File: src/rtl/app_packet_sender_pkg.sv
// Shared constants, FSM encoding and round-robin helper for the packet sender.
package app_packet_sender_pkg;

    localparam logic [7:0] START_MARKER  = 8'hA5;
    localparam int         DATA_BYTES    = 2;
    localparam logic [7:0] FILL_BYTE     = 8'hFF;
    localparam logic [9:0] FETCH_TIMEOUT = 10'd1023;

    // Byte positions within a packet: marker, header, data..., checksum.
    localparam int         PKT_BYTES  = DATA_BYTES + 3;
    localparam logic [2:0] POS_HEADER = 3'd1;
    localparam logic [2:0] POS_CHK    = 3'(PKT_BYTES - 1);

    typedef enum logic [2:0] {
        ST_IDLE      = 3'd0,
        ST_SCAN      = 3'd1,
        ST_START_PKT = 3'd2,
        ST_FETCH     = 3'd3,
        ST_SEND      = 3'd4,
        ST_WAIT_TX   = 3'd5,
        ST_GAP       = 3'd6
    } state_e;

    // First set bit strictly after 'last', wrapping; 'last' itself is the final candidate.
    function automatic logic [2:0] rr_pick(input logic [7:0] mask, input logic [2:0] last);
        logic [2:0] cand;
        rr_pick = last;
        for (int k = 8; k >= 1; k--) begin
            cand = last + 3'(k);
            if (mask[cand]) begin
                rr_pick = cand;
            end
        end
    endfunction

endpackage

File: src/rtl/app_packet_sender_timer_10bit.sv
// Saturating 10-bit cycle counter, shared by the inter-byte gap and the fetch timeout.
module app_packet_sender_timer_10bit (
    input  logic       clk_i,
    input  logic       rst_ni,
    input  logic       clear_i,
    output logic [9:0] count_o
);

    logic [9:0] count_q, count_d;

    always_comb begin
        count_d = count_q;
        if (clear_i) begin
            count_d = 10'd0;
        end else if (count_q != 10'h3FF) begin
            count_d = count_q + 10'd1;
        end
    end

    always_ff @(posedge clk_i or negedge rst_ni) begin
        if (!rst_ni) begin
            count_q <= 10'd0;
        end else begin
            count_q <= count_d;
        end
    end

    assign count_o = count_q;

endmodule

File: src/rtl/app_packet_sender.sv
// Round-robin stream packetiser: frames two source bytes per packet with marker,
// header and XOR checksum, and paces them byte-by-byte into a UART transmitter.
module app_packet_sender
    import app_packet_sender_pkg::*;
(
    input  logic       clock,
    input  logic       resetn,
    input  logic       ds_sending_flag,
    input  logic [7:0] stream_select,
    input  logic [9:0] uart_byte_spacing,
    input  logic [7:0] stream_data,
    input  logic       stream_valid,
    output logic [2:0] stream_index,
    output logic       stream_ready,
    output logic       tx_start,
    output logic [7:0] tx_byte,
    input  logic       tx_done,
    output logic       busy,
    output logic [7:0] packet_count,
    output logic       fetch_error
);

    state_e     state_q, state_d;
    logic [2:0] byte_pos_q, byte_pos_d;
    logic [7:0] tx_byte_q, tx_byte_d;
    logic [7:0] chk_q, chk_d;
    logic [2:0] index_q, index_d;
    logic [2:0] last_q, last_d;
    logic [7:0] count_q, count_d;
    logic       err_q, err_d;

    logic [9:0] timer_count;
    logic       timer_clear;
    logic       gap_done;
    logic       fetch_expired;
    logic [2:0] next_pos;

    // The timer restarts on every state change, so each Gap/Fetch visit counts from 0.
    assign timer_clear   = (state_d != state_q);
    assign gap_done      = ({1'b0, timer_count} + 11'd1) >= {1'b0, uart_byte_spacing};
    assign fetch_expired = (timer_count == FETCH_TIMEOUT - 10'd1);
    assign next_pos      = byte_pos_q + 3'd1;

    app_packet_sender_timer_10bit u_timer (
        .clk_i   (clock),
        .rst_ni  (resetn),
        .clear_i (timer_clear),
        .count_o (timer_count)
    );

    always_ff @(posedge clock or negedge resetn) begin
        if (!resetn) begin
            state_q <= ST_IDLE;
        end else begin
            state_q <= state_d;
        end
    end

    always_ff @(posedge clock or negedge resetn) begin
        if (!resetn) begin
            byte_pos_q <= 3'd0;
            tx_byte_q  <= 8'h00;
            chk_q      <= 8'h00;
            index_q    <= 3'd0;
            last_q     <= 3'd7;
            count_q    <= 8'h00;
            err_q      <= 1'b0;
        end else begin
            byte_pos_q <= byte_pos_d;
            tx_byte_q  <= tx_byte_d;
            chk_q      <= chk_d;
            index_q    <= index_d;
            last_q     <= last_d;
            count_q    <= count_d;
            err_q      <= err_d;
        end
    end

    always_comb begin
        state_d    = state_q;
        byte_pos_d = byte_pos_q;
        tx_byte_d  = tx_byte_q;
        chk_d      = chk_q;
        index_d    = index_q;
        last_d     = last_q;
        count_d    = count_q;
        err_d      = err_q;
        case (state_q)
            ST_IDLE: begin
                if (ds_sending_flag && (stream_select != 8'h00)) begin
                    state_d = ST_SCAN;
                end
            end
            ST_SCAN: begin
                if (stream_select == 8'h00) begin
                    state_d = ST_IDLE;
                end else begin
                    index_d = rr_pick(stream_select, last_q);
                    last_d  = index_d;
                    state_d = ST_START_PKT;
                end
            end
            ST_START_PKT: begin
                tx_byte_d  = START_MARKER;
                byte_pos_d = 3'd0;
                state_d    = ST_SEND;
            end
            ST_SEND: begin
                state_d = ST_WAIT_TX;
            end
            ST_WAIT_TX: begin
                if (tx_done) begin
                    state_d = ST_GAP;
                end
            end
            ST_GAP: begin
                if (gap_done) begin
                    if (byte_pos_q == POS_CHK) begin
                        count_d = count_q + 8'd1;
                        state_d = ds_sending_flag ? ST_SCAN : ST_IDLE;
                    end else begin
                        byte_pos_d = next_pos;
                        if (next_pos == POS_HEADER) begin
                            tx_byte_d = {5'b0, index_q};
                            chk_d     = {5'b0, index_q};
                            state_d   = ST_SEND;
                        end else if (next_pos == POS_CHK) begin
                            tx_byte_d = chk_q;
                            state_d   = ST_SEND;
                        end else begin
                            state_d = ST_FETCH;
                        end
                    end
                end
            end
            ST_FETCH: begin
                // A byte arriving on the final allowed cycle still wins over the filler.
                if (stream_valid) begin
                    tx_byte_d = stream_data;
                    chk_d     = chk_q ^ stream_data;
                    state_d   = ST_SEND;
                end else if (fetch_expired) begin
                    tx_byte_d = FILL_BYTE;
                    chk_d     = chk_q ^ FILL_BYTE;
                    err_d     = 1'b1;
                    state_d   = ST_SEND;
                end
            end
            default: begin
                state_d = ST_IDLE;
            end
        endcase
    end

    always_comb begin
        tx_start     = 1'b0;
        stream_ready = 1'b0;
        busy         = 1'b1;
        case (state_q)
            ST_IDLE, ST_SCAN: busy         = 1'b0;
            ST_SEND:          tx_start     = 1'b1;
            ST_FETCH:         stream_ready = 1'b1;
            default:          busy         = 1'b1;
        endcase
    end

    assign tx_byte      = tx_byte_q;
    assign stream_index = index_q;
    assign packet_count = count_q;
    assign fetch_error  = err_q;

endmodule
File: config.mk
export PLATFORM = sky130hd
export DESIGN_NAME = app_packet_sender
export DESIGN_NICKNAME = d
export VERILOG_FILES = /design/src/rtl/app_packet_sender_pkg.sv /design/src/rtl/app_packet_sender_timer_10bit.sv /design/src/rtl/app_packet_sender.sv
export SDC_FILE = /design/constraint.sdc
export NUM_CORES = 1
export LEC_CHECK = 0
export ABC_AREA = 1
export ABC_CLOCK_PERIOD_IN_PS = 2400
export CAP_MARGIN = 10
export CORE_MARGIN = 10
export CORE_UTILIZATION = 50
export CTS_BUF_LIST = sky130_fd_sc_hd__clkbuf_8
export DETAILED_ROUTE_END_ITERATION = 6
export GPL_TIMING_DRIVEN = 1
export PLACE_DENSITY = 0.81
export SYNTH_ARGS = -nofsm -noshare
export SYNTH_HDL_FRONTEND = slang
export SYNTH_SLANG_ARGS = --single-unit
export TNS_END_PERCENT = 5
File: constraint.sdc
create_clock -name clock -period 2.4 [get_ports clock]
set_input_delay 0.36 -clock clock [delete_from_list [all_inputs] [get_ports clock]]
set_output_delay 0.36 -clock clock [all_outputs]
set_load 0.03 [all_outputs]
=== After elaboration in Yosys (flattened, before gate mapping) ===
Cells that the tools add are included.

* Register bits: 47
* ROM bits: 0
* Memories kept: 0
* Latch bits: 0
* Memory bits (writable): 0
* Word-level logic and storage cells: 117

* Shift-type cells: 0
* Equality and inequality tests: 17
* $add $sub $neg: 11
* Muxes and demuxes: 53
* Bitwise logic cells: 4
* Divide/modulo/power cells: 0
* $lt $le $gt $ge: 8
* Reductions and logical operators: 15
* Multipliers: 0

{| class="wikitable"
|+ Operator list
! operator !! count
|-
| two-way mux 8 bit || 11
|-
| two-way mux 3 bit || 17
|-
| less-than comparator 3 x 4 -> 1 bit, second input constant || 7
|-
| case mux 8 bit (3 select lines) || 1
|-
| binary-select mux 1 bit (select 3 bit) || 7
|-
| case mux 3 bit (7 select lines) || 1
|-
| two-way mux 10 bit || 2
|-
| case mux 8 bit (2 select lines) || 1
|-
| equality test 3 bit, second input constant || 5
|-
| adder 3 bit, second input constant || 4
|-
| adder 10 x 1 -> 11 bit, second input constant || 1
|-
| greater-or-equal comparator 11 x 10 -> 1 bit || 1
|-
| two-way mux 1 bit || 11
|-
| adder 10 x 1 -> 10 bit, second input constant || 1
|-
| equality test 10 bit, second input constant || 1
|-
| inequality test 10 bit, second input constant || 1
|-
| AND reduction 5 bit || 2
|-
| AND reduction 3 bit || 3
|-
| adder 8 x 1 -> 8 bit, second input constant || 1
|-
| logical NOT 8 bit || 1
|-
| NOT 8 bit || 1
|-
| nonzero test 8 bit || 1
|-
| bitwise XOR 8 bit || 1
|-
| adder 3 x 1 -> 3 bit, second input constant || 2
|-
| 15 further kinds || 24
|}

=== Depth between registers and ports, before layout ===
Gate-level depths: netlist of the first run.

* Depth in word-level cells: 10
* Gate-level depth with buffers: 23
* Depth with buffers taken out: 22

=== By module ===
Synthesis of the first run repeated with hierarchy kept, for this count alone.

* Cell total of the unflattened synthesis: 539
* Area, all modules: 3893.7 µm²

{| class="wikitable"
|+ By module, submodules not included
! module !! cells an instance !! seq. area each (µm²) !! times used !! area each (µm²)
|-
| app_packet_sender || 465 || 929.6 || 1 || 3294.4
|-
| app_packet_sender_timer_10bit || 74 || 250.2 || 1 || 599.3
|}

=== Worst setup path before layout of the first run ===
Ideal clock, no wire load.

* Path kind: flip-flop to flip-flop
* Start: register u_timer.count_q[0] (netlist: u_timer.count_o[0])
* End: register u_timer.count_q[0] (netlist: u_timer.count_o[0])
* Setup slack: -86 ps
* Path buffers: 0
* Data required time: 2328 ps
* Data arrival time: 2413 ps
* Stages on the path, launching flop included: 20
* Cells stage by stage: dfrtp_1 > ha_1 > nand2_2 > nor2_4 > nand2_1 > xnor2_1 > ha_1 > nand2_2 > inv_1 > nand2_1 > nand2_1 > a21oi_1 > nand2_1 > nand2_1 > nand3_4 > nand3_1 > nor2_1 > nor2_2 > nand3_4 > nor2_2

* Word-level cells in the longest chain between the ends: 6
* Elaborated cells on any way between the ends: 13
* Those cells by class: add/sub (2); order compare (1); eq/ne (3); mux (6); reduce/logical (1)

{| class="wikitable"
|+ RTL lines
! element !! RTL line !! RTL
|-
| start, declared || app_packet_sender_timer_10bit.sv:9 || <nowiki>logic [9:0] count_q, count_d;</nowiki>
|-
| start signal, assigned || app_packet_sender_timer_10bit.sv:24 || <nowiki>count_q <= count_d;</nowiki>
|-
| adder 10 x 1 -> 11 bit or equality test 10 bit (tied branches) || app_packet_sender.sv:40, app_packet_sender.sv:41 ||
|-
| greater-or-equal comparator 11 x 10 -> 1 bit or two-way mux 3 bit (tied branches) || app_packet_sender.sv:40, app_packet_sender.sv:142 ||
|-
| two-way mux 3 bit, on equally long branches || app_packet_sender.sv:117, app_packet_sender.sv:138 ||
|-
| case mux 3 bit (7 select lines) (*) || app_packet_sender.sv:88 || <nowiki>case (state_q)</nowiki>
|-
| via state_d[1] || app_packet_sender.sv:23 || <nowiki>state_e state_q, state_d;</nowiki>
|-
| inequality test 3 bit (*) || app_packet_sender.sv:39 || <nowiki>assign timer_clear = (state_d != state_q);</nowiki>
|-
| two-way mux 10 bit or nonzero test 2 bit (tied branches) || -- ||
|}

The timed path passes the listed nets; every way through them passes the cells marked *. The select of a mux whose other input is x is not followed.
A chain may end at the register's enable or synchronous reset.

=== Worst setup path in the final report of the first run ===
* Start: register u_timer.count_q[0] (netlist: u_timer.count_o[0])
* End: register state_q[1]

* Word-level cells in the longest chain between the ends: 4
* Elaborated cells on any way between the ends: 7
* Those cells by class: add/sub (1); order compare (1); eq/ne (1); mux (4)

{| class="wikitable"
|+ RTL lines
! element !! RTL line !! RTL
|-
| adder 10 x 1 -> 11 bit or equality test 10 bit (tied branches) || app_packet_sender.sv:40, app_packet_sender.sv:41 ||
|-
| greater-or-equal comparator 11 x 10 -> 1 bit or two-way mux 3 bit (tied branches) || app_packet_sender.sv:40, app_packet_sender.sv:142 ||
|-
| two-way mux 3 bit, on equally long branches || app_packet_sender.sv:117, app_packet_sender.sv:138 ||
|-
| case mux 3 bit (7 select lines) (*) || app_packet_sender.sv:88 ||
|-
| via state_d[1] || app_packet_sender.sv:23 ||
|-
| end signal, assigned || app_packet_sender.sv:55 || <nowiki>state_q <= state_d;</nowiki>
|-
| end, declared || app_packet_sender.sv:23 ||
|}

The timed path passes the listed nets; every way through them passes the cells marked *.

==> impl_metrics.py, run 1 <==
metrics = {
    "pwr": {
        "switching_power_mw": 2.75,
        "peakVddDrop_v": 0.000750,
        "power_frac_clock_pct": 9.5,
        "internal-power_mw": 2.76,
        "powerDensity_nw_per_um2": 1150,
        "swShare_pct": 49.9,
        "pwr-share-comb_pct": 67.6,
        "leakage_nw": 2.54,
        "p_seq_share_pct": 22.9,
    },
    "routing": {
        "drt-pass1-iter-count": 5,
        "num_vias": 3611,
        "wl_per_cell_um": 13.2,
        "postRouteAntennaNets": 0,
        "route.detailed.drc": 0,
        "drtIter0Drc": 241,
        "wl_um": 9240,
        "vias_per_cell": 5.15,
    },
    "synthesis": {
        "syn_area_per_cell_um2": 7.12,
        "synth_cells": 506,
        "synth_top_family_by_area": "simple AND/OR/NAND/NOR gates",
        "yosys-top-cells-area": "dfrtp_1, nand2_1, inv_1",
        "synth_cell_type_count": 40,
        "ys.warnings.count": 0,
        "synthAdderAreaFrac_pct": 5.90,
        "synth_fp_nets": 554,
        "synth-seq-area-share_pct": 32.7,
        "synth_area_um2": 3600,
        "synth.area.mux_share_pct": 0,
        "post-synth-top-area-cell": "dfrtp_1",
        "ys_ff_latch": 47,
        "synth.top_cell.area_share_pct": 30.6,
        "synth_compound_area_share_pct": 9.97,
        "synth-simple-area-share_pct": 37.0,
        "yosys.area_share.xor_xnor_pct": 4.13,
    },
    "placement": {
        "place_area_um2": 4440,
        "place_inst": 680,
        "finalWeightedCongestion": 0.896,
        "dp_hpwl_um": 6990,
        "port_buffers": 53,
    },
    "cells_and_area": {
        "fin_util_pct": 69.1,
        "layout.cells.non_filler": 701,
        "drive_gt1_share_pct": 22.6,
        "diodes": 0,
        "syn_to_final_growth_pct": 32.4,
        "final_nets": 652,
        "final_cell_area_um2": 4770,
    },
    "job": {
        "max_cap_violations": 0,
    },
    "global_route": {
        "grt_pass1_wl_um": 16000,
        "grt_pass1_vias": 3557,
        "gr-total-overflow": 0,
        "grt_antenna_before_repair": 0,
        "grt_start_max_net_pins": 48,
        "grt_usage_pct": 16.8,
    },
    "floorplan": {
        "core_area_um2": 6910,
        "die_w_um": 105,
        "rows": 30,
        "die_h_um": 105,
        "initial_core_util_pct": 52.2,
        "top_level_ports": 54,
        "die_area_um2": 11000,
    },
    "sta": {
        "finalCriticalPeriod_ns": 2.68,
        "tns_ns": -6.31,
        "finalMaxSlewViolations": 0,
        "setup_ws_ns": -0.282,
        "setup_violations": 39,
        "slew_headroom_pct": 60.9,
        "rsz0062_at_grt": "true",
        "fin_skew_ns": 0.00855,
        "fin_crit_sh_pct": 112,
        "max_freq_mhz": 373,
        "worstMarginPinSlew_ns": 0.586,
        "finalHoldViolations": 0,
    },
    "critical_path": {
        "crit_fanout": 5,
        "path_class": "reg -> reg",
        "start_kind": "register",
        "cp_cell_sequence": "ha_4, nand2_4, nor2_4, nand2_2, xnor2_2, ha_1, nand2_2, nor3_1, nand2_1, nand2_1, nand2_2, nand3_4, nand3_4, buf_4, buf_4, buf_4, buf_4",
        "cp.required_ns": 2.61,
        "critPathMaxStageDelay_ns": 0.43,
        "cpMaxStageDelayCell": "dfrtp_2",
        "worst_setup_path_end_kind": "register",
        "cp.arrival_ns": 2.89,
        "cp_common_cell": "buf_4",
    },
    "outcome": {
        "status": "finished with violations",
        "violations": "negative setup slack",
    },
    "hold_path": {
        "hold_path.class": "in -> async",
    },
    "clock_tree": {
        "htreeDepth": 2,
        "cts_tree": "built",
        "clock_sinks": 47,
        "clkTransAtPathRegs_ns": 0.09,
        "hold_buffers": 0,
        "ctsLongestPathBuffers": 2,
        "cts_root_buf": "clkbuf_8",
        "cts_buffers": 5,
        "clk_latency_ns": 0.31,
    },
}
## logic make-up after synthesis
group                      after synthesis
adders and majority gates               17
AOI/OAI and AO/OA                       59
buffers and inverters                   88
xor gates and xnor gates                17
DFF                                     47
and+or+nand+nor                        278
## path summary, 6_finish.rpt
kind | startpoint | endpoint | slack [ns] | depth (start not counted)
max reg2reg | u_timer.count_o[0] | state_q[1] | -0.28 | 17
max in group asynchronous | resetn | u_timer.count_o[0] | 1.84 | 2
max | u_timer.count_o[0] | state_q[1] | -0.28 | 17
min in group clock | tx_byte[0] | tx_byte[0] | 0.50 | 2
min reg2reg | tx_byte[0] | tx_byte[0] | 0.50 | 2
min | resetn | packet_count[2] | 0.13 | 2
## metrics by stage
step	power [mW]	setup slack [ns]	hold WS, ns
after floorplan	3.69	-0.0436	0.0644
after global placement	4.53	-0.185	0.473
after detailed placement	4.63	-0.327	0.478
after CTS	5.36	-0.285	0.160
after global routing	6.06	-0.450	0.184
final	5.51	-0.282	0.128
## layer usage
layer / wire (um) / global-route usage (%) / part of all wire (%)
met4: 190 / 5.78 / 2.1
met1: 3920 / 20.4 / 42
met2: 4650 / 28.6 / 50
met3: 481 / 3.50 / 5.2
met5: 0 / 0 / 0
## worst max-delay path: cells and delay by family, from the launching register on
kind,cells,cell delay (ns)
adders and majority gates,2,0.49
DFF,1,0.43
buffers and inverters,4,0.50
and+or+nand+nor,10,1.01
xor gates and xnor gates,1,0.14
## synth_stat cells (all sizes together)
cell and number:
nand4 6, buf 6, a21o 1, nor4 1
nand2 156, nor2 55, xor2 9, ha 17
dfstp 3, a31oi 9, dfrtp 44, clkbuf 2
and3 1, o2111ai 1, and2 1, xnor2 8
o21ai 29, a21oi 15, o22ai 1, or2 1
nand3 55, nor3 2, o21bai 3, clkinv 3
inv 77
## state kept, by name, indices dropped and copies added (netlist names), 3 cells and up
name	flops
u_timer.count_o	10
packet_count	8
state_q	3
stream_index	3
byte_pos_q	3
tx_byte	8
chk_q	8
last_q	3
## layout make-up
cell class	count	area, um2
clock buffers	7	96.3
repair buffers	98	870
flip-flops and latches	47	1180
multi-input cells	372	2180
inverters	80	317
clock inverters	1	3.75
well taps	96	120
fillers	548	2130
## power groups by stage
| stage | Combinational, mW | Clock (mW) | Sequential (mW) |
|---|---|---|---|
| after CTS | 3.58 | 0.525 | 1.26 |
| final | 3.72 | 0.522 | 1.26 |
| after global placement | 3.27 | 0 | 1.26 |
| after floorplan | 2.29 | 0 | 1.40 |
| after detailed placement | 3.36 | 0 | 1.27 |
| after global routing | 4.20 | 0.565 | 1.30 |
## what timing repair did
action	CTS	global route
cloned	1	0
setup endpoints to repair	37	47
resized for setup	20	19
buffers inserted	12	0
pin swaps	15	8
## placed cells by master (no fill, tap or decap), types with 2 or more instances in the layout
| cell | count |
|---|---|
| clkdlybuf4s50_1 | 51 |
| nor2_2 | 18 |
| nand3_4 | 6 |
| a31oi_2 | 3 |
| o21ai_2 | 7 |
| nand3_1 | 49 |
| nand2_1 | 140 |
| nor2_4 | 6 |
| inv_1 | 69 |
| xnor2_1 | 7 |
| buf_4 | 44 |
| clkinv_4 | 2 |
| clkbuf_8 | 7 |
| xor2_1 | 9 |
| a31oi_1 | 6 |
| nand2_4 | 4 |
| dfstp_2 | 3 |
| inv_2 | 8 |
| nor2_1 | 30 |
| ha_1 | 15 |
| a21oi_1 | 12 |
| o21ai_0 | 15 |
| dfrtp_1 | 42 |
| nand2_2 | 12 |
| a21oi_2 | 3 |
| o21bai_1 | 3 |
| ha_4 | 2 |
| nand4_1 | 5 |
| dfrtp_2 | 2 |
| o21ai_1 | 7 |
(Power assumes the default switching activity.)
==> run 2, diff against run 1 <==
--- a/config.mk
+++ b/config.mk
@@ -6,14 +6,14 @@
 export NUM_CORES = 1
 export LEC_CHECK = 0
 export ABC_AREA = 1
-export ABC_CLOCK_PERIOD_IN_PS = 2400
+export ABC_CLOCK_PERIOD_IN_PS = 3400
 export CAP_MARGIN = 10
 export CORE_MARGIN = 10
-export CORE_UTILIZATION = 50
+export CORE_UTILIZATION = 45
 export CTS_BUF_LIST = sky130_fd_sc_hd__clkbuf_8
 export DETAILED_ROUTE_END_ITERATION = 6
 export GPL_TIMING_DRIVEN = 1
-export PLACE_DENSITY = 0.81
+export PLACE_DENSITY = 0.71
 export SYNTH_ARGS = -nofsm -noshare
 export SYNTH_HDL_FRONTEND = slang
 export SYNTH_SLANG_ARGS = --single-unit
==> constraint.sdc (replaced) <==
create_clock -name clock -period 3.4 [get_ports clock]
set_input_delay 0.51 -clock clock [delete_from_list [all_inputs] [get_ports clock]]
set_output_delay 0.51 -clock clock [all_outputs]
set_load 0.03 [all_outputs]
==> run 2 against run 1 <==
  * The flow now finishes without violations
  * Sequential power down 27%
  * Routed wire length down 6.1%
  * Final area down 9.5%
  * Register-to-register slack better by 0.73 ns
  * Worst hold slack better by 0.17 ns
  * Maximum frequency down 9.2%
  * Combinational power down 40%
  * Via count down 6.8%
  * Global-route usage down 1.8 points
  * Clock power down 18%
  * Largest cell class unchanged
  * Highest routed layer unchanged
==> impl_metrics.py, run 2 (synthesis gave the netlist of run 1 again) <==
metrics = {
    "outcome": {
        "status": "finished clean",
    },
    "sta": {
        "finalMaxSlewViolations": 0,
        "max_freq_mhz": 338,
        "fin_skew_ns": 0.0140,
        "finalCriticalPeriod_ns": 2.95,
        "worstMarginPinSlew_ns": 0.835,
        "tns_ns": 0,
        "finalHoldViolations": 0,
        "slew_headroom_pct": 44.3,
        "setup_violations": 0,
        "fin_crit_sh_pct": 86.9,
        "rsz0062_at_grt": "false",
        "whs_ns": 0.293,
    },
    "clock_tree": {
        "cts_tree": "built",
        "clk_latency_ns": 0.32,
        "clock_sinks": 47,
        "post_cts_resized": 0,
        "hold_buffers": 0,
        "htreeDepth": 2,
        "cts_root_buf": "clkbuf_8",
        "cts_buffers": 5,
        "ctsLongestPathBuffers": 2,
        "post-cts-setup-buffers": 0,
        "clkTransAtPathRegs_ns": 0.10,
    },
    "pwr": {
        "p_total_mw": 3.57,
        "leakage_nw": 2.26,
        "powerDensity_nw_per_um2": 827,
        "peakVddDrop_v": 0.000510,
    },
    "routing": {
        "route.detailed.drc": 0,
        "vias_per_cell": 5.08,
        "wl_per_cell_um": 13.1,
        "drt-pass1-iter-count": 5,
        "wl_um": 8670,
        "drtIter0Drc": 222,
        "num_vias": 3364,
        "postRouteAntennaNets": 0,
    },
    "job": {
        "max_cap_violations": 0,
    },
    "floorplan": {
        "top_level_ports": 54,
        "die_h_um": 109,
        "core_area_um2": 7770,
        "die_area_um2": 12000,
        "rows": 32,
        "initial_core_util_pct": 46.4,
        "die_w_um": 109,
    },
    "critical_path": {
        "cp_cell_sequence": "ha_1, nand2_2, nor2_4, nand2_1, xnor2_1, ha_1, nand2_2, inv_1, nand2_1, nand2_1, a21oi_1, nand2_1, nand2_1, nand3_4, nand2_2, clkinv_2, nand2_1, nand2_1",
        "start_kind": "register",
        "cpMaxStageDelayCell": "dfrtp_1",
        "worst_setup_path_end_kind": "register",
        "cp.required_ns": 3.61,
        "reg2reg_slack_ns": 0.45,
        "cp_common_cell": "nand2_1",
        "crit_fanout": 11,
        "cp.arrival_ns": 3.17,
        "path_class": "reg -> reg",
        "critPathMaxStageDelay_ns": 0.44,
    },
    "cells_and_area": {
        "largest_reg_flops": 10,
        "fin_util_pct": 55.6,
        "layout.cells.most_common_list": "nand2_1, inv_1, clkdlybuf4s50_1",
        "final_nets": 607,
        "syn_to_final_growth_pct": 19.9,
        "drive_gt1_share_pct": 12.7,
        "diodes": 0,
        "layout.cells.non_filler": 662,
        "fillers": 744,
        "final_common_cell": "nand2_1",
    },
    "placement": {
        "port_buffers": 53,
        "place_inst": 654,
        "dp_hpwl_um": 6750,
        "finalWeightedCongestion": 0.942,
    },
    "global_route": {
        "grt_antenna_before_repair": 0,
        "gr-usage-met2_pct": 25.7,
        "grt_pass1_vias": 3292,
        "grtUsageMet3_pct": 3.34,
        "use_met1_pct": 18.4,
        "grt_usage_pct": 15.0,
        "grt_pass1_wl_um": 14900,
        "gr-total-overflow": 0,
        "grt_start_max_net_pins": 38,
        "grt_busiest_layer": "met2",
    },
    "hold_path": {
        "hold_path.class": "in -> async",
    },
}
[run 2: cell types whose count changed in the layout (fill, tap and decap cells not counted), moves of 3 or more]
| cell | previous run | this run |
|---|---|---|
| o21ai_0 | 15 | 20 |
| buf_4 | 44 | 1 |
| nand2_2 | 12 | 9 |
| nand2_1 | 140 | 145 |
| o21ai_2 | 7 | 4 |
[run 2: worst paths after layout]
check                                    from                  to  depth (start not counted)
setup / recovery           u_timer.count_o[0]          tx_byte[7]                         18
hold / removal                         resetn  u_timer.count_o[0]                          1
setup reg to reg           u_timer.count_o[0]          tx_byte[7]                         18
hold reg to reg                    tx_byte[2]          tx_byte[2]                          2
max in group asynchronous              resetn          tx_byte[4]                          2
min in group clock                 tx_byte[2]          tx_byte[2]                          2
[run 2: power by group]
group / switching [mW] / internal (mW)
Clock: 0.206 / 0.223
Combinational: 1.44 / 0.784
Sequential: 0.169 / 0.748
Total: 1.82 / 1.76
[run 2: cell type report]
cell class	count	area, um2	area share [%]
Multi-Input combinational cell	371	2050	47.6
Timing Repair Buffer	54	533	12.3
Sequential cell	47	1180	27.3
Clock inverter	3	47.5	1.10
Clock buffer	5	68.8	1.59
Tap cell	102	128	2.95
Inverter	80	308	7.13
[run 2: critical path: cells and delay by family (launching register included)]
| family | cells | cell delay, ns |
|---|---|---|
| adders and majority gates | 2 | 0.54 |
| and+or+nand+nor | 12 | 1.24 |
| xor gates and xnor gates | 1 | 0.26 |
| AOI/OAI and AO/OA | 1 | 0.12 |
| buffers and inverters | 2 | 0.24 |
| DFF | 1 | 0.44 |
[run 2: layer usage]
layer | vias up | routed length [um]
met2 | 75 | 4320
li1 | 1714 | -
met3 | 11 | 543
met4 | 0 | 118
met5 | - | 0
met1 | 1564 | 3690
[run 2: metrics by stage]
stage | setup WS, ns | area, um2
after CTS | 0.423 | 4320
after floorplan | 0.914 | 3600
after detailed placement | 0.448 | 4200
final | 0.445 | 4320
after global placement | 0.544 | 4200
after global routing | 0.129 | 4320
==> run 3, diff against run 2 <==
--- a/config.mk
+++ b/config.mk
@@ -8,7 +8,6 @@
 export ABC_AREA = 1
 export ABC_CLOCK_PERIOD_IN_PS = 3400
 export CAP_MARGIN = 10
-export CORE_MARGIN = 10
 export CORE_UTILIZATION = 45
 export CTS_BUF_LIST = sky130_fd_sc_hd__clkbuf_8
 export DETAILED_ROUTE_END_ITERATION = 6
==> run 3 against run 2 <==
  * Sequential power is 1% higher
  * Maximum frequency is 2.6% higher
  * Via count is 1.0% lower
  * Flip-flop and latch count stayed put
  * Critical endpoint is now u_timer.count_o[9]
  * Largest power group unchanged
==> impl_metrics.py, run 3 (synthesis gave the netlist of run 1 again) <==
metrics = {
    "pwr": {
        "power_frac_clock_pct": 12.1,
        "pwr-share-comb_pct": 61.9,
        "switching_power_mw": 1.81,
        "p_seq_share_pct": 26.0,
        "powerDensity_nw_per_um2": 826,
        "leakage_nw": 2.26,
        "internal-power_mw": 1.75,
        "peakVddDrop_v": 0.000443,
        "swShare_pct": 50.8,
    },
    "cells_and_area": {
        "largest_reg_flops": 10,
        "syn_to_final_growth_pct": 19.9,
        "layout.cells.non_filler": 662,
        "diodes": 0,
        "multiInputGateArea_um2": 2050,
        "final_common_cell": "nand2_1",
        "seqCellArea_um2": 1180,
        "fin_util_pct": 55.9,
        "final_nets": 607,
        "drive_gt1_share_pct": 12.7,
        "layout.cells.most_common_list": "nand2_1, inv_1, clkdlybuf4s50_1",
        "fillers": 740,
    },
    "clock_tree": {
        "ctsLongestPathBuffers": 2,
        "cts_root_buf": "clkbuf_8",
        "clkTransAtPathRegs_ns": 0.10,
        "cts_buffers": 5,
        "post_cts_resized": 0,
        "htreeDepth": 2,
        "cts_tree": "built",
        "post-cts-setup-buffers": 0,
        "hold_buffers": 0,
        "clk_latency_ns": 0.31,
        "clock_sinks": 47,
    },
    "routing": {
        "num_vias": 3329,
        "wl_um": 8000,
        "wl_per_cell_um": 12.1,
        "postRouteAntennaNets": 0,
        "drtIter0Drc": 228,
        "drt-pass1-iter-count": 5,
        "vias_per_cell": 5.03,
        "route.detailed.drc": 0,
    },
    "global_route": {
        "use_met1_pct": 27.1,
        "grtUsageMet3_pct": 2.93,
        "grt_pass1_wl_um": 14400,
        "grt_pass1_vias": 3306,
        "gr-usage-met2_pct": 35.7,
        "grt_start_max_net_pins": 48,
        "grt_antenna_before_repair": 0,
        "grt_usage_pct": 20.7,
        "gr-total-overflow": 0,
        "grt_busiest_layer": "met2",
    },
    "placement": {
        "place_inst": 654,
        "finalWeightedCongestion": 0.918,
        "port_buffers": 53,
        "dp_hpwl_um": 6160,
    },
    "floorplan": {
        "top_level_ports": 54,
        "die_area_um2": 8370,
        "initial_core_util_pct": 46.6,
        "core_area_um2": 7730,
        "rows": 32,
        "die_h_um": 91.5,
        "die_w_um": 91.5,
    },
    "outcome": {
        "status": "finished clean",
    },
    "sta": {
        "fin_skew_ns": 0.0113,
        "fin_crit_sh_pct": 84.7,
        "slew_headroom_pct": 27.7,
        "whs_ns": 0.385,
        "finalMaxSlewViolations": 0,
        "finalCriticalPeriod_ns": 2.88,
        "tns_ns": 0,
        "worstMarginPinSlew_ns": 1.08,
        "finalHoldViolations": 0,
        "setup_violations": 0,
        "rsz0062_at_grt": "false",
        "max_freq_mhz": 347,
    },
    "critical_path": {
        "cp.arrival_ns": 3.12,
        "endpoint": "u_timer.count_o[9]",
        "cp.required_ns": 3.64,
        "cp-startpoint": "u_timer.count_o[0]",
        "worst_setup_path_end_kind": "register",
        "r2r_end": "u_timer.count_o[9]",
        "start_kind": "register",
        "timing.rr.start": "u_timer.count_o[0]",
        "path_class": "reg -> reg",
        "reg2reg_slack_ns": 0.52,
        "reg2regPathDepth": 18,
        "crit_fanout": 10,
    },
    "job": {
        "max_cap_violations": 0,
    },
    "hold_path": {
        "hold_path.class": "in -> async",
    },
}
[run 3: cell counts in the layout (fill, tap and decap cells not counted)]
No cell type changed its count.
[run 3: area by class of cell]
| type | instances | share of cell area (%) |
|---|---|---|
| Multi-Input combinational cell | 371 | 47.6 |
| Sequential cell | 47 | 27.3 |
| Timing Repair Buffer | 54 | 12.3 |
| Inverter | 80 | 7.13 |
| Tap cell | 102 | 2.95 |
| Clock buffer | 5 | 1.59 |
| Clock inverter | 3 | 1.10 |
[run 3: how the worst min path moves through the flow]
| stage | endpoint | cells after the start | from |
|---|---|---|---|
| after global placement | fetch_error | 1 | fetch_error |
| after CTS | packet_count[2] | 1 | resetn |
| after detailed placement | fetch_error | 1 | fetch_error |
| after floorplan | byte_pos_q[0] | 0 | resetn |
| after global routing | packet_count[5] | 1 | resetn |
| final | packet_count[2] | 1 | resetn |
[run 3: through the flow]
stage / power [mW] / setup WS [ns] / area, um2
after floorplan: 2.61 / 0.914 / 3600
after global placement: 3.08 / 0.569 / 4200
after detailed placement: 3.13 / 0.506 / 4200
after CTS: 3.58 / 0.474 / 4320
after global routing: 3.92 / 0.0740 / 4320
final: 3.57 / 0.520 / 4320
[run 3: metal layers]
metal  wire length (um)  vias up  share of wire (%)
li1                   -     1700                  -
met1               3710     1557                 46
met2               3970       66                 50
met3                246        6                3.1
met4                 72        0               0.90
met5                  0        -                  0
[run 3: power groups by stage]
stage | logic (mW) | clock network [mW] | registers [mW]
3_5_place_dp | 2.19 | 0 | 0.934
2_1_floorplan | 1.62 | 0 | 0.990
3_3_place_gp | 2.15 | 0 | 0.933
4_1_cts | 2.21 | 0.445 | 0.925
6_report | 2.21 | 0.431 | 0.927
5_1_grt | 2.51 | 0.462 | 0.951
[run 3: worst max-delay path: stages, from the launching register on]
cell,delay (ns)
dfrtp_1,0.45
ha_1,0.21
nand2_2,0.10
nor3_1,0.24
xor2_1,0.23
ha_1,0.28
nand2_1,0.08
nand2_1,0.06
nand2_1,0.06
nand2_1,0.04
a21oi_1,0.10
nand2_1,0.08
nand2_1,0.16
nand3_4,0.12
nand3_1,0.12
nor2_1,0.06
nor2_2,0.12
nand3_4,0.18
nor2_2,0.12
==> RTL edit 1, RTL diff (flow settings as in run 3) <==
The 7 states of `state_e` get a one-hot encoding in 7 bits.
--- a/src/rtl/app_packet_sender_pkg.sv
+++ b/src/rtl/app_packet_sender_pkg.sv
@@ -11,14 +11,14 @@
     localparam logic [2:0] POS_HEADER = 3'd1;
     localparam logic [2:0] POS_CHK    = 3'(PKT_BYTES - 1);
 
-    typedef enum logic [2:0] {
-        ST_IDLE      = 3'd0,
-        ST_SCAN      = 3'd1,
-        ST_START_PKT = 3'd2,
-        ST_FETCH     = 3'd3,
-        ST_SEND      = 3'd4,
-        ST_WAIT_TX   = 3'd5,
-        ST_GAP       = 3'd6
+    typedef enum logic [6:0] {
+        ST_IDLE      = 7'b0000001,
+        ST_SCAN      = 7'b0000010,
+        ST_START_PKT = 7'b0000100,
+        ST_FETCH     = 7'b0001000,
+        ST_SEND      = 7'b0010000,
+        ST_WAIT_TX   = 7'b0100000,
+        ST_GAP       = 7'b1000000
     } state_e;
 
     // First set bit strictly after 'last', wrapping; 'last' itself is the final candidate.
Function: same outputs for any inputs over 10 cycles, from zero or initial values and one cycle with resetn low; not proved beyond that.
==> RTL edit 1 against run 3 <==
  * Clock power grew 15%
  * Area after synthesis increased by 5.6%
  * Final cell count grew 3.3%
  * Design area rose by 5.5%
  * Clock skew grew 0.0085 ns
  * Worst setup slack worse by 0.063 ns
  * Total power fell by 10%
  * Maximum frequency decreased by 2.2%
  * Sequential cell count is 4 higher
  * Critical path depth did not move
  * Wire length increased by 3.4%
  * Global-route usage fell by 0.59 points
  * Hold slack worse by 0.18 ns
  * Critical path type unchanged
==> RTL edit 1: results (changes against run 3) <==
yosys:
  syn_area_per_cell_um2: 7.231  # was 7.121 um2
  synth_ff_type: "dfrtp_1"  # unchanged
  synthesis.nets: 576  # was 554
  ys_seq_area_share_pct: 33.68  # was 32.74%
  synth_area_leaders: "dfrtp_1, nand2_1, inv_1"  # unchanged
  synth_common_cells: "nand2_1, inv_1, nand3_1"  # unchanged
global_route:
  grt_pass1_wl_um: 14150  # was 14,410 um
  grt_start_max_net_pins: 28  # was 48
  antenna_found_initial: 0  # unchanged
  grt_pass1_vias: 3230  # was 3,306
  track_usage_pct: 20.11  # was 20.70%
clock_network:
  post_cts_resized: 0  # unchanged
  ctsHoldBuffers: 0  # unchanged
critical_path:
  max_stage_delay_ns: 0.41  # was 0.45 ns
  startpoint: "u_timer.count_o[2]$_DFFE_PN0P_"  # was u_timer.count_o[0]$_DFFE_PN0P_
  r2r_slack_ns: 0.46  # was 0.52 ns
  crit_end: "u_timer.count_o[7]$_DFFE_PN0P_"  # was u_timer.count_o[9]$_DFFE_PN0P_
  worstPathArrival_ns: 3.17  # was 3.12 ns
timing:
  whs_ns: 0.2009  # was 0.3846 ns
  skew_ns: 0.01975  # was 0.01125 ns
  fin_crit_sh_pct: 86.58  # was 84.71%
  worst_pin_slew_ns: 0.6127  # was 1.084 ns
routing:
  routedWlPerCell_um: 12.10  # was 12.08 um
  initialDrtViolationCount: 124  # was 228
  first_pass_iters: 7  # was 5
  via_per_inst: 4.985  # was 5.029
final_layout:
  largest_reg_flops: 10  # unchanged
  final_cells: 684  # was 662
  fin_nets: 628  # was 607
  drive_gt1_share_pct: 12.09  # was 12.68%
place:
  hpwl_um: 6537  # was 6158 um
  gp_congestion: 0.8952  # was 0.9181
  placed_cell_area_um2: 4423  # was 4203 um2
outcome:
  outcome: "finished, final reports clean"  # unchanged
power_and_ir_drop:
  ir_drop_mv: 0.3943  # was 0.4425 mV
  p_leak_nw: 2.359  # was 2.261 nW
## RTL edit 1: changes by cell type in the layout (fill, tap and decap cells not counted), moves of 4 or more
| cell | delta |
|---|---|
| nor2_1 | +12 |
| a41oi_1 | +4 |
| xnor2_1 | -5 |
| inv_1 | +4 |
| nand3_2 | +5 |
| nor2_2 | -4 |
| xor2_1 | +10 |
| nand2_1 | -8 |
| a21oi_1 | -4 |
| o211ai_1 | +5 |
## RTL edit 1: layer usage
| layer | GRT usage, % | part of all wire, % | vias to the layer above |
|---|---|---|---|
| met4 | 5.769 | 0.85 | 0 |
| met3 | 3.155 | 3.7 | 7 |
| li1 | - | - | 1770 |
| met1 | 26.31 | 48 | 1566 |
| met5 | 0 | 0 | - |
| met2 | 34.18 | 48 | 67 |
## RTL edit 1: cell type report
class                           instances  area, um2
Clock inverter                          3      63.81
Sequential cell                        51       1281
Timing Repair Buffer                   54      533.0
Tap cell                              105      131.4
Clock buffer                            5      68.82
Inverter                               83      311.5
Multi-Input combinational cell        383       2166
Fill cell                             761       3661
## RTL edit 1: cells by family after synthesis
logic type,count (synthesis),share of synthesized area [%]
simple gates,286,36.84
flops,51,33.68
fa+ha+maj,19,6.250
xor+xnor,22,5.066
buf+inv,92,9.374
compound gates,56,8.783
## RTL edit 1: worst max-delay path: cells and delay by family, from the launching register on
| kind | cells | cell delay (ns) |
|---|---|---|
| simple gates | 13 | 1.64 |
| compound gates | 3 | 0.46 |
| flops | 1 | 0.41 |
| fa+ha+maj | 1 | 0.27 |
| buf+inv | 1 | 0.07 |
## RTL edit 1: where the power goes
part	internal (W)	switching (W)	total [W]
clock	0.000291	0.000203	0.000494
sequential	0.000749	0.000139	0.000888
combinational	0.000659	0.00117	0.00182
==> RTL edit 2, RTL diff (config.mk and constraints of run 3) <==
Without the edit above. The package constant `FETCH_TIMEOUT` goes from 10'd1023 to 10'd767.
--- a/src/rtl/app_packet_sender_pkg.sv
+++ b/src/rtl/app_packet_sender_pkg.sv
@@ -4,7 +4,7 @@
     localparam logic [7:0] START_MARKER  = 8'hA5;
     localparam int         DATA_BYTES    = 2;
     localparam logic [7:0] FILL_BYTE     = 8'hFF;
-    localparam logic [9:0] FETCH_TIMEOUT = 10'd1023;
+    localparam logic [9:0] FETCH_TIMEOUT = 10'd767;
 
     // Byte positions within a packet: marker, header, data..., checksum.
     localparam int         PKT_BYTES  = DATA_BYTES + 3;
Function: no difference found for any inputs over 10 cycles, from zero or initial values and one cycle with resetn low; that may be too few to reach the edited logic, so the function may still have changed.
==> RTL edit 2 against run 3 <==
  * Hold slack got worse by 0.011 ns
  * Sequential cell count unchanged
  * Sequential share of layout area up 0.34 points
  * Total power down 6.7%
  * Wire length shrank 0.80%
  * Non-clock buffer count stayed put
  * Design area decreased by 1.2%
  * Area after synthesis decreased by 1.1%
  * Worst setup slack got worse by 0.0083 ns
  * Count of clock-buffer cells in the layout unchanged
==> RTL edit 2: results (changes against run 3) <==
outcome:
  outcome: "finished, final reports clean"  # unchanged
routing:
  initialDrtViolationCount: 132  # was 228
  wirelength_um: 7934  # was 7998 um
  routedWlPerCell_um: 12.11  # was 12.08 um
global_route:
  track_usage_pct: 20.58  # was 20.70%
  grt_pass1_wl_um: 14000  # was 14,410 um
  grt_pass1_vias: 3202  # was 3,306
yosys:
  synth_compound_area_share_pct: 14.40  # was 9.965%
  syn_inst: 500  # was 506
  yosys.area_share.xor_xnor_pct: 4.180  # was 4.132%
  synth_mux_area_share_pct: 0.3161  # was 0%
  ys_seq_area_share_pct: 33.12  # was 32.74%
  synthAdderAreaFrac_pct: 5.971  # was 5.903%
  synth_area_leaders: "dfrtp_1, nand2_1, nand3_1"  # was dfrtp_1, nand2_1, inv_1
place:
  gp_congestion: 0.8639  # was 0.9181
  hpwl_um: 6188  # was 6158 um
  placed_cell_area_um2: 4174  # was 4203 um2
critical_path:
  r2r_end: "u_timer.count_o[6]$_DFFE_PN0P_"  # was u_timer.count_o[9]$_DFFE_PN0P_
  worstPathArrival_ns: 2.38  # was 3.12 ns
  crit_fanout: 15  # was 10
  max_stage_delay_ns: 0.73  # was 0.45 ns
final_layout:
  nFillCells: 747  # was 740
  final_core_util_pct: 55.50  # was 55.89%
power_and_ir_drop:
  ir_drop_mv: 0.4094  # was 0.4425 mV
  p_int_w: 0.001637  # was 0.001755 W
  p_leak_nw: 2.245  # was 2.261 nW
timing:
  period_needed_ns: 2.888  # was 2.880 ns
  skew_ns: 0.003964  # was 0.01125 ns
-- RTL edit 2: layer usage --
layer / vias to the layer above / GRT usage (%) / share of wire (%)
met2: 45 / 36.36 / 49
met3: 11 / 2.931 / 2.4
met1: 1543 / 26.19 / 47
met5: - / 0 / 0
met4: 0 / 5.688 / 1.5
li1: 1715 / - / -
-- RTL edit 2: critical path, delay by kind of cell, from the launching register on --
kind / cells / cell delay [ns]
buffers and inverters: 3 / 1.15
AND/OR/NAND/NOR: 2 / 0.47
flip-flops: 1 / 0.46
-- RTL edit 2: power by group through the flow --
stage                     Sequential, W  Clock [W]  Combinational [W]
after floorplan                0.000986          0            0.00148
after global placement         0.000926          0            0.00202
after detailed placement       0.000930          0            0.00206
after CTS                      0.000922   0.000360            0.00206
after global routing           0.000950   0.000376            0.00233
final                          0.000923   0.000346            0.00206
-- RTL edit 2: worst max-delay path by stage --
stage | cells past startpoint | endpoint
final | 5 | stream_ready
after CTS | 5 | stream_ready
after floorplan | 22 | packet_count[7]$_DFFE_PN0P_
after detailed placement | 22 | packet_count[7]$_DFFE_PN0P_
after global placement | 22 | packet_count[7]$_DFFE_PN0P_
after global routing | 21 | packet_count[7]$_DFFE_PN0P_
-- RTL edit 2: cell type report --
| type | count | area share (%) |
|---|---|---|
| sequential | 47 | 27.65 |
| inverter | 74 | 6.569 |
| tap | 102 | 2.991 |
| clock inverter | 3 | 0.5572 |
| multi-input combinational | 370 | 48.12 |
| timing repair buffer | 54 | 12.49 |
| clock buffer | 5 | 1.613 |
